--- config.mk ---
export PLATFORM = sky130hd
export DESIGN_NAME = mem_access_stage_flat
export DESIGN_NICKNAME = d
export VERILOG_FILES = /design/src/rtl/mem_access_stage_if.sv /design/src/rtl/mem_access_stage.sv /design/src/flat_wrapper.sv
export SDC_FILE = /design/constraint.sdc
export NUM_CORES = 1
export LEC_CHECK = 0
export CELL_PAD_IN_SITES_DETAIL_PLACEMENT = 2
export CELL_PAD_IN_SITES_GLOBAL_PLACEMENT = 2
export CORE_MARGIN = 10
export CORE_UTILIZATION = 23
export DETAILED_ROUTE_END_ITERATION = 10
export GPL_TIMING_DRIVEN = 0
export PLACE_DENSITY = 0.81
export SLEW_MARGIN = 25
export SYNTH_ARGS = -nofsm -noshare
export SYNTH_HDL_FRONTEND = slang
export SYNTH_SLANG_ARGS = --single-unit
--- constraint.sdc ---
create_clock -name clk -period 4.2 [get_ports clk]
set_clock_uncertainty 0.05 [all_clocks]
set_input_delay 0.84 -clock clk [delete_from_list [all_inputs] [get_ports clk]]
set_output_delay 0.84 -clock clk [all_outputs]
set_load 0.005 [all_outputs]
--- src/rtl/mem_access_stage_if.sv ---
// rtl/mem_access_stage_if.sv - data-memory request/acknowledge bus between MEM stage and dmem
interface mem_access_stage_if;
  logic        dmem_req;
  logic        dmem_we;
  logic [31:0] dmem_addr;
  logic [31:0] dmem_wdata;
  logic [3:0]  dmem_be;
  logic [31:0] dmem_rdata;
  logic        dmem_ack;

  modport master (
    output dmem_req, dmem_we, dmem_addr, dmem_wdata, dmem_be,
    input  dmem_rdata, dmem_ack
  );

  modport slave (
    input  dmem_req, dmem_we, dmem_addr, dmem_wdata, dmem_be,
    output dmem_rdata, dmem_ack
  );
endinterface

--- src/rtl/mem_access_stage.sv ---
// rtl/mem_access_stage.sv - MEM stage: redirect, aligned dmem handshake, MEM/WB capture
module mem_access_stage #(
  parameter int TIMEOUT_CYCLES = 255
) (
  input  logic               clk,
  input  logic               reset,
  input  logic               beq_flag,
  input  logic               bgt_flag,
  input  logic               bge_flag,
  input  logic               blt_flag,
  input  logic               ble_flag,
  input  logic               bne_flag,
  input  logic               branch,
  input  logic               jump,
  input  logic [31:0]        branch_target,
  input  logic [31:0]        alu_result,
  input  logic [31:0]        read_data_2,
  input  logic [2:0]         mem_type,
  input  logic [4:0]         write_reg,
  input  logic               mem_to_reg,
  input  logic               reg_write,
  input  logic               mem_read,
  input  logic               mem_write,
  mem_access_stage_if.master dmem,
  output logic               hit,
  output logic               pc_redirect,
  output logic [31:0]        pc_target,
  output logic               mem_err,
  output logic [31:0]        wb_data_out,
  output logic [31:0]        alu_result_out,
  output logic [4:0]         write_reg_out,
  output logic               mem_to_reg_out,
  output logic               reg_write_out
);

  typedef enum logic [1:0] {IDLE, ACCESS, DONE} state_t;

  localparam logic [9:0] CNT_LAST = 10'(TIMEOUT_CYCLES - 1);

  state_t      state_q, state_d;
  logic [9:0]  cnt_q, cnt_d;
  logic        timed_out_q, timed_out_d;
  logic [31:0] load_q, load_d;
  logic [31:0] wb_data_q, wb_data_d;
  logic [31:0] alu_result_q, alu_result_d;
  logic [4:0]  write_reg_q, write_reg_d;
  logic        mem_to_reg_q, mem_to_reg_d;
  logic        reg_write_q, reg_write_d;

  logic        is_half, is_byte, is_signed, aligned;
  logic [1:0]  lane;
  logic [3:0]  be;
  logic [31:0] wdata, load_val;
  logic [7:0]  byte_sel;
  logic [15:0] half_sel;
  logic        access, req_c, hit_c, err_c;

  // Decode access size into lane enables, replicated store data and extended load data.
  always_comb begin
    is_half   = (mem_type == 3'd1) || (mem_type == 3'd2);
    is_byte   = (mem_type == 3'd3) || (mem_type == 3'd4);
    is_signed = (mem_type == 3'd1) || (mem_type == 3'd3);
    lane      = alu_result[1:0];
    if (is_byte) begin
      aligned = 1'b1;
      be      = 4'b0001 << lane;
      wdata   = {4{read_data_2[7:0]}};
    end else if (is_half) begin
      aligned = ~lane[0];
      be      = 4'b0011 << lane;
      wdata   = {2{read_data_2[15:0]}};
    end else begin
      aligned = (lane == 2'd0);
      be      = 4'b1111;
      wdata   = read_data_2;
    end
    byte_sel = dmem.dmem_rdata[{lane, 3'b000} +: 8];
    half_sel = lane[1] ? dmem.dmem_rdata[31:16] : dmem.dmem_rdata[15:0];
    if (is_byte) begin
      load_val = {{24{is_signed & byte_sel[7]}}, byte_sel};
    end else if (is_half) begin
      load_val = {{16{is_signed & half_sel[15]}}, half_sel};
    end else begin
      load_val = dmem.dmem_rdata;
    end
  end

  // Handshake sequencing, hit/error generation and hit-gated MEM/WB capture.
  always_comb begin
    state_d      = state_q;
    cnt_d        = cnt_q;
    timed_out_d  = timed_out_q;
    load_d       = load_q;
    wb_data_d    = wb_data_q;
    alu_result_d = alu_result_q;
    write_reg_d  = write_reg_q;
    mem_to_reg_d = mem_to_reg_q;
    reg_write_d  = reg_write_q;
    req_c        = 1'b0;
    hit_c        = 1'b1;
    err_c        = 1'b0;
    // A held reset must not launch a new access from the still-valid upstream inputs.
    access       = (mem_read | mem_write) & ~reset;

    case (state_q)
      IDLE: begin
        if (access) begin
          if (aligned) begin
            req_c       = 1'b1;
            hit_c       = 1'b0;
            cnt_d       = 10'd0;
            timed_out_d = 1'b0;
            state_d     = ACCESS;
          end else begin
            err_c = 1'b1;
          end
        end
      end
      ACCESS: begin
        req_c = 1'b1;
        hit_c = 1'b0;
        // Ack is tested first so an ack on the final allowed cycle still completes cleanly.
        if (dmem.dmem_ack) begin
          load_d      = mem_write ? 32'd0 : load_val;
          timed_out_d = 1'b0;
          state_d     = DONE;
        end else if (cnt_q == CNT_LAST) begin
          load_d      = 32'd0;
          timed_out_d = 1'b1;
          state_d     = DONE;
        end else begin
          cnt_d = cnt_q + 10'd1;
        end
      end
      DONE: begin
        err_c   = timed_out_q & ~reset;
        cnt_d   = 10'd0;
        state_d = IDLE;
      end
      default: state_d = IDLE;
    endcase

    if (hit_c) begin
      alu_result_d = alu_result;
      write_reg_d  = write_reg;
      mem_to_reg_d = mem_to_reg;
      reg_write_d  = reg_write & ~err_c;
      wb_data_d    = (state_q == DONE) ? load_q : 32'd0;
    end
  end

  // State and pipeline register update with synchronous reset.
  always_ff @(posedge clk) begin
    if (reset) begin
      state_q      <= IDLE;
      cnt_q        <= 10'd0;
      timed_out_q  <= 1'b0;
      load_q       <= 32'd0;
      wb_data_q    <= 32'd0;
      alu_result_q <= 32'd0;
      write_reg_q  <= 5'd0;
      mem_to_reg_q <= 1'b0;
      reg_write_q  <= 1'b0;
    end else begin
      state_q      <= state_d;
      cnt_q        <= cnt_d;
      timed_out_q  <= timed_out_d;
      load_q       <= load_d;
      wb_data_q    <= wb_data_d;
      alu_result_q <= alu_result_d;
      write_reg_q  <= write_reg_d;
      mem_to_reg_q <= mem_to_reg_d;
      reg_write_q  <= reg_write_d;
    end
  end

  assign pc_redirect = (branch & (beq_flag | bgt_flag | bge_flag | blt_flag | ble_flag | bne_flag)) | jump;
  assign pc_target   = branch_target;

  assign dmem.dmem_req   = req_c;
  assign dmem.dmem_we    = mem_write;
  assign dmem.dmem_addr  = {alu_result[31:2], 2'b00};
  assign dmem.dmem_wdata = wdata;
  assign dmem.dmem_be    = be;

  assign hit            = hit_c;
  assign mem_err        = err_c;
  assign wb_data_out    = wb_data_q;
  assign alu_result_out = alu_result_q;
  assign write_reg_out  = write_reg_q;
  assign mem_to_reg_out = mem_to_reg_q;
  assign reg_write_out  = reg_write_q;

endmodule

--- src/flat_wrapper.sv ---
// flat-port wrapper written by rule: the top's interface ports become plain ports
module mem_access_stage_flat 
#(
  parameter int TIMEOUT_CYCLES = 255
)
  (clk, reset, beq_flag, bgt_flag, bge_flag, blt_flag, ble_flag, bne_flag, branch, jump, branch_target, alu_result, read_data_2, mem_type, write_reg, mem_to_reg, reg_write, mem_read, mem_write, hit, pc_redirect, pc_target, mem_err, wb_data_out, alu_result_out, write_reg_out, mem_to_reg_out, reg_write_out, dmem_dmem_req, dmem_dmem_we, dmem_dmem_addr, dmem_dmem_wdata, dmem_dmem_be, dmem_dmem_rdata, dmem_dmem_ack);
  mem_access_stage_if dmem_i ();
  input  logic clk;
  input  logic reset;
  input  logic beq_flag;
  input  logic bgt_flag;
  input  logic bge_flag;
  input  logic blt_flag;
  input  logic ble_flag;
  input  logic bne_flag;
  input  logic branch;
  input  logic jump;
  input  logic [31:0] branch_target;
  input  logic [31:0] alu_result;
  input  logic [31:0] read_data_2;
  input  logic [2:0] mem_type;
  input  logic [4:0] write_reg;
  input  logic mem_to_reg;
  input  logic reg_write;
  input  logic mem_read;
  input  logic mem_write;
  output logic hit;
  output logic pc_redirect;
  output logic [31:0] pc_target;
  output logic mem_err;
  output logic [31:0] wb_data_out;
  output logic [31:0] alu_result_out;
  output logic [4:0] write_reg_out;
  output logic mem_to_reg_out;
  output logic reg_write_out;
  output wire logic [$bits(dmem_i.dmem_req)-1:0] dmem_dmem_req;
  output wire logic [$bits(dmem_i.dmem_we)-1:0] dmem_dmem_we;
  output wire logic [$bits(dmem_i.dmem_addr)-1:0] dmem_dmem_addr;
  output wire logic [$bits(dmem_i.dmem_wdata)-1:0] dmem_dmem_wdata;
  output wire logic [$bits(dmem_i.dmem_be)-1:0] dmem_dmem_be;
  input wire logic [$bits(dmem_i.dmem_rdata)-1:0] dmem_dmem_rdata;
  input wire logic [$bits(dmem_i.dmem_ack)-1:0] dmem_dmem_ack;
  assign dmem_dmem_req = dmem_i.dmem_req;
  assign dmem_dmem_we = dmem_i.dmem_we;
  assign dmem_dmem_addr = dmem_i.dmem_addr;
  assign dmem_dmem_wdata = dmem_i.dmem_wdata;
  assign dmem_dmem_be = dmem_i.dmem_be;
  assign dmem_i.dmem_rdata = dmem_dmem_rdata;
  assign dmem_i.dmem_ack = dmem_dmem_ack;
  mem_access_stage #(.TIMEOUT_CYCLES(TIMEOUT_CYCLES)) u_core (.clk(clk), .reset(reset), .beq_flag(beq_flag), .bgt_flag(bgt_flag), .bge_flag(bge_flag), .blt_flag(blt_flag), .ble_flag(ble_flag), .bne_flag(bne_flag), .branch(branch), .jump(jump), .branch_target(branch_target), .alu_result(alu_result), .read_data_2(read_data_2), .mem_type(mem_type), .write_reg(write_reg), .mem_to_reg(mem_to_reg), .reg_write(reg_write), .mem_read(mem_read), .mem_write(mem_write), .dmem(dmem_i), .hit(hit), .pc_redirect(pc_redirect), .pc_target(pc_target), .mem_err(mem_err), .wb_data_out(wb_data_out), .alu_result_out(alu_result_out), .write_reg_out(write_reg_out), .mem_to_reg_out(mem_to_reg_out), .reg_write_out(reg_write_out));
endmodule
==> results.py <==
metrics = {
    "clock_network": {
        "cts.clk_slew.worst_paths_ps": 60,
        "cts_root_buffer": "clkbuf_16",
        "h-tree-depth": 4,
        "clkSinkCount": 116,
        "postCtsHoldBufs": 0,
        "ctsLongestPathBuffers": 2,
        "cts_buffers": 17,
        "worstSkewPairLatency_ps": 410,
        "cts_tree": "done",
    },
    "routing": {
        "drt_wl_total_mm": 28.8,
        "drt_drc_violations_left": 0,
        "drt_pass1_iterations": 4,
        "detailroute.via_count": 6235,
        "postRouteAntennaNets": 0,
        "drt_iter0_markers": 211,
        "vias_per_cell": 4.64,
        "wl_per_cell_um": 21.5,
    },
    "synth": {
        "async_reset_ff_share_pct": 0,
        "synth-edff-count": 0,
        "syn_avg_cell_area_um2": 9.01,
        "dominantRegCellSynth": "dfxtp_1",
        "yosysTopAreaCell": "dfxtp_1",
        "synthesis.area_mm2": 0.00613,
        "syn-instance-count": 681,
        "synth_top_cell_area_share_pct": 37.9,
        "synth_area_leaders": "dfxtp_1 38%, buf_4 9.1%, a22o_1 6.7%",
        "synthesis.yosys.warnings": 0,
        "yosysSeqAreaShare_pct": 37.9,
        "synth_cell_type_count": 60,
        "ys_ff_latch": 116,
    },
    "setup_path": {
        "criticalPathCategory": "in2out",
        "critical_path_peak_fanout": 10,
        "crit_path_end_kind": "output pin",
        "worstPathArrival_ps": 3210,
        "critical_path_required_ps": 3310,
        "regToRegSetupSlack_ps": 1460,
        "critical_path.startpoint_type": "input port",
    },
    "pwr": {
        "p_switching_mw": 0.990,
        "pwr-share-clk_pct": 41.6,
        "combPwrFrac_pct": 24.0,
        "cell_internal_pwr_mw": 2.43,
        "power.share.switching_pct": 29.0,
        "seqPwrFrac_pct": 34.4,
        "power-per-cell-area_mw_per_mm2": 338,
        "worst_ir_drop_vdd_uv": 181,
        "power.leakage_nw": 3.99,
    },
    "floorplan": {
        "io_pins": 327,
        "chipHeight_um": 183,
        "row_count": 59,
        "dieArea_mm2": 0.0336,
        "die_w_um": 183,
        "placeable_core_region_mm2": 0.0261,
        "initial_core_utilization_pct": 23.5,
    },
    "sta": {
        "rsz_0062_raised_after_global_routing": "no",
        "timing.final.hold_violations": 0,
        "hold_slack_ps": 409,
        "timing.slew.headroom_pct": 33.4,
        "worst_slew_pin_slew_ps": 992,
        "total_of_endpoints_with_negative_setup_slack_in_the_final_report": 0,
        "fin_crit_sh_pct": 97.6,
        "final_period_minus_worst_setup_slack_ps": 4100,
        "clock.fmax_ghz": 0.244,
        "maxSlewViolCount": 0,
    },
    "placement": {
        "dp.final_hpwl_mm": 22.8,
        "count_of_input_and_output_buffers": 289,
        "final_weighted_congestion_of_routability_driven_global_placement": 0.779,
    },
    "finish": {
        "fraction_of_final_layout_cells_sized_beyond_drive_strength_1_pct": 18.3,
        "fillCellCount": 2918,
        "layout-area-overhead-vs-synth_pct": 64.8,
        "finalCoreUtilization_pct": 38.7,
        "final_common_cell": "clkdlybuf4s50_1",
        "final_cell_mix": "287 x clkdlybuf4s50_1, 116 x dfxtp_1, 106 x nand2_1, 79 x buf_4, 50 x a21oi_1",
        "design.final.nets": 1150,
    },
    "outcome": {
        "outcome": "complete, no violations",
    },
    "global_route": {
        "maximum_number_of_pins_on_one_net_before_global_route_repair": 17,
        "grt_usage_pct": 16.3,
        "grt_antenna_before_repair": 2,
        "grt_overflow_total": 0,
        "first_global_vias": 6935,
        "grt_pass1_wl_mm": 42.7,
    },
    "hold_path": {
        "class_of_the_most_critical_hold_timing_path": "reg2reg",
    },
    "flow_run": {
        "drv_cap": 0,
    },
}
-- area by class of cell --
| cell class | count | area [um2] | area share (%) |
|---|---|---|---|
| antenna | 2 | 5.00 | 0.0495 |
| buffer | 117 | 795 | 7.86 |
| clock buffer | 17 | 425 | 4.21 |
| clock inverter | 15 | 148 | 1.46 |
| inverter | 9 | 40.0 | 0.396 |
| multi-input combinational | 438 | 3020 | 29.9 |
| sequential | 116 | 2320 | 23.0 |
| tap | 335 | 419 | 4.15 |
| timing repair buffer | 294 | 2930 | 29.0 |
-- sequential cells by signal (all words and copies together), names as in the netlist --
register / count
u_core.write_reg_out: 5
u_core.alu_result_out: 32
u_core.mem_to_reg_out: 1
u_core.load_q: 32
u_core.reg_write_out: 1
u_core.state_q: 2
u_core.timed_out_q: 1
u_core.cnt_q: 10
u_core.wb_data_out: 32
-- final timing paths --
path,depth (start not counted),endpoint,startpoint
max reg2reg,8,u_core.load_q[27],u_core.cnt_q[0]
min,2,u_core.write_reg_out[3],u_core.write_reg_out[3]
max,10,dmem_dmem_req,alu_result[0]
min reg2reg,2,u_core.write_reg_out[3],u_core.write_reg_out[3]
-- Yosys cell counts (all sizes together), types with 3 or more instances --
| cell | instances |
|---|---|
| dfxtp | 116 |
| buf | 103 |
| nor2 | 39 |
| mux2i | 25 |
| o2bb2ai | 17 |
| nor3 | 6 |
| o22ai | 3 |
| clkbuf | 16 |
| mux4 | 7 |
| o21ai | 22 |
| a21oi | 51 |
| o211ai | 16 |
| nand3 | 9 |
| ha | 6 |
| inv | 9 |
| nand2b | 3 |
| xor2 | 8 |
| mux2 | 26 |
| a22o | 47 |
| o21a | 9 |
| and3 | 3 |
| nand2 | 106 |
| nand4 | 5 |
-- worst max-delay path: stages --
cell and delay [ps]:
clkdlybuf4s50_1 520, buf_6 120, inv_1 80, ha_2 240, or4_4 440, o21ai_2 110, o31ai_4 90, buf_4 180
buf_8 140, clkdlybuf4s50_1 460
-- through the flow --
step / total power, mW / instance area [um2] / setup TNS (ps) / std cells / setup WS, ps
finish: 3.42 / 10100 / 0 / 1343 / 102
global placement: 1.99 / 9450 / -1280 / 1306 / -352
floorplan: 1.54 / 6140 / 0 / 682 / 1110
global route: 3.58 / 10100 / 0 / 1342 / 29.0
CTS: 3.46 / 10100 / 0 / 1337 / 14.6
detailed placement: 2.01 / 9450 / -1350 / 1306 / -347
-- logic make-up after synthesis --
group                    count (synthesis)  synth area share [%]
other                                    1                0.0611
XOR/XNOR                                10                  1.55
AO/OA/AOI/OAI                          180                  21.7
adder cells (fa/ha/maj)                  6                  1.22
multiplexers                            58                  11.4
flip-flops                             116                  37.9
AND/OR/NAND/NOR                        182                  12.9
buffers and inverters                  128                  13.3
-- timing repair --
| item | in CTS | in global routing |
|---|---|---|
| resized for setup | 9 | 8 |
| setup buffers | 1 | 4 |
| pin swaps | 1 | 1 |
| endpoints found under the setup margin | 17 | 9 |
-- power by group through the flow --
stage	logic [mW]	registers (mW)	clock network [mW]
after floorplan	0.345	1.20	0
after global placement	0.795	1.20	0
after detailed placement	0.812	1.20	0
after CTS	0.824	1.18	1.46
after global routing	0.887	1.18	1.51
final	0.819	1.18	1.42
-- per-layer routing --
metal | up-vias | part of all wire [%] | global-route usage, %
met4 | 0 | 1.2 | 3.84
met2 | 220 | 50 | 28.5
met3 | 21 | 7.7 | 6.15
li1 | 2977 | - | -
met1 | 3017 | 41 | 18.3
met5 | - | 0 | 0
Power figures use the tool's default switching activity.
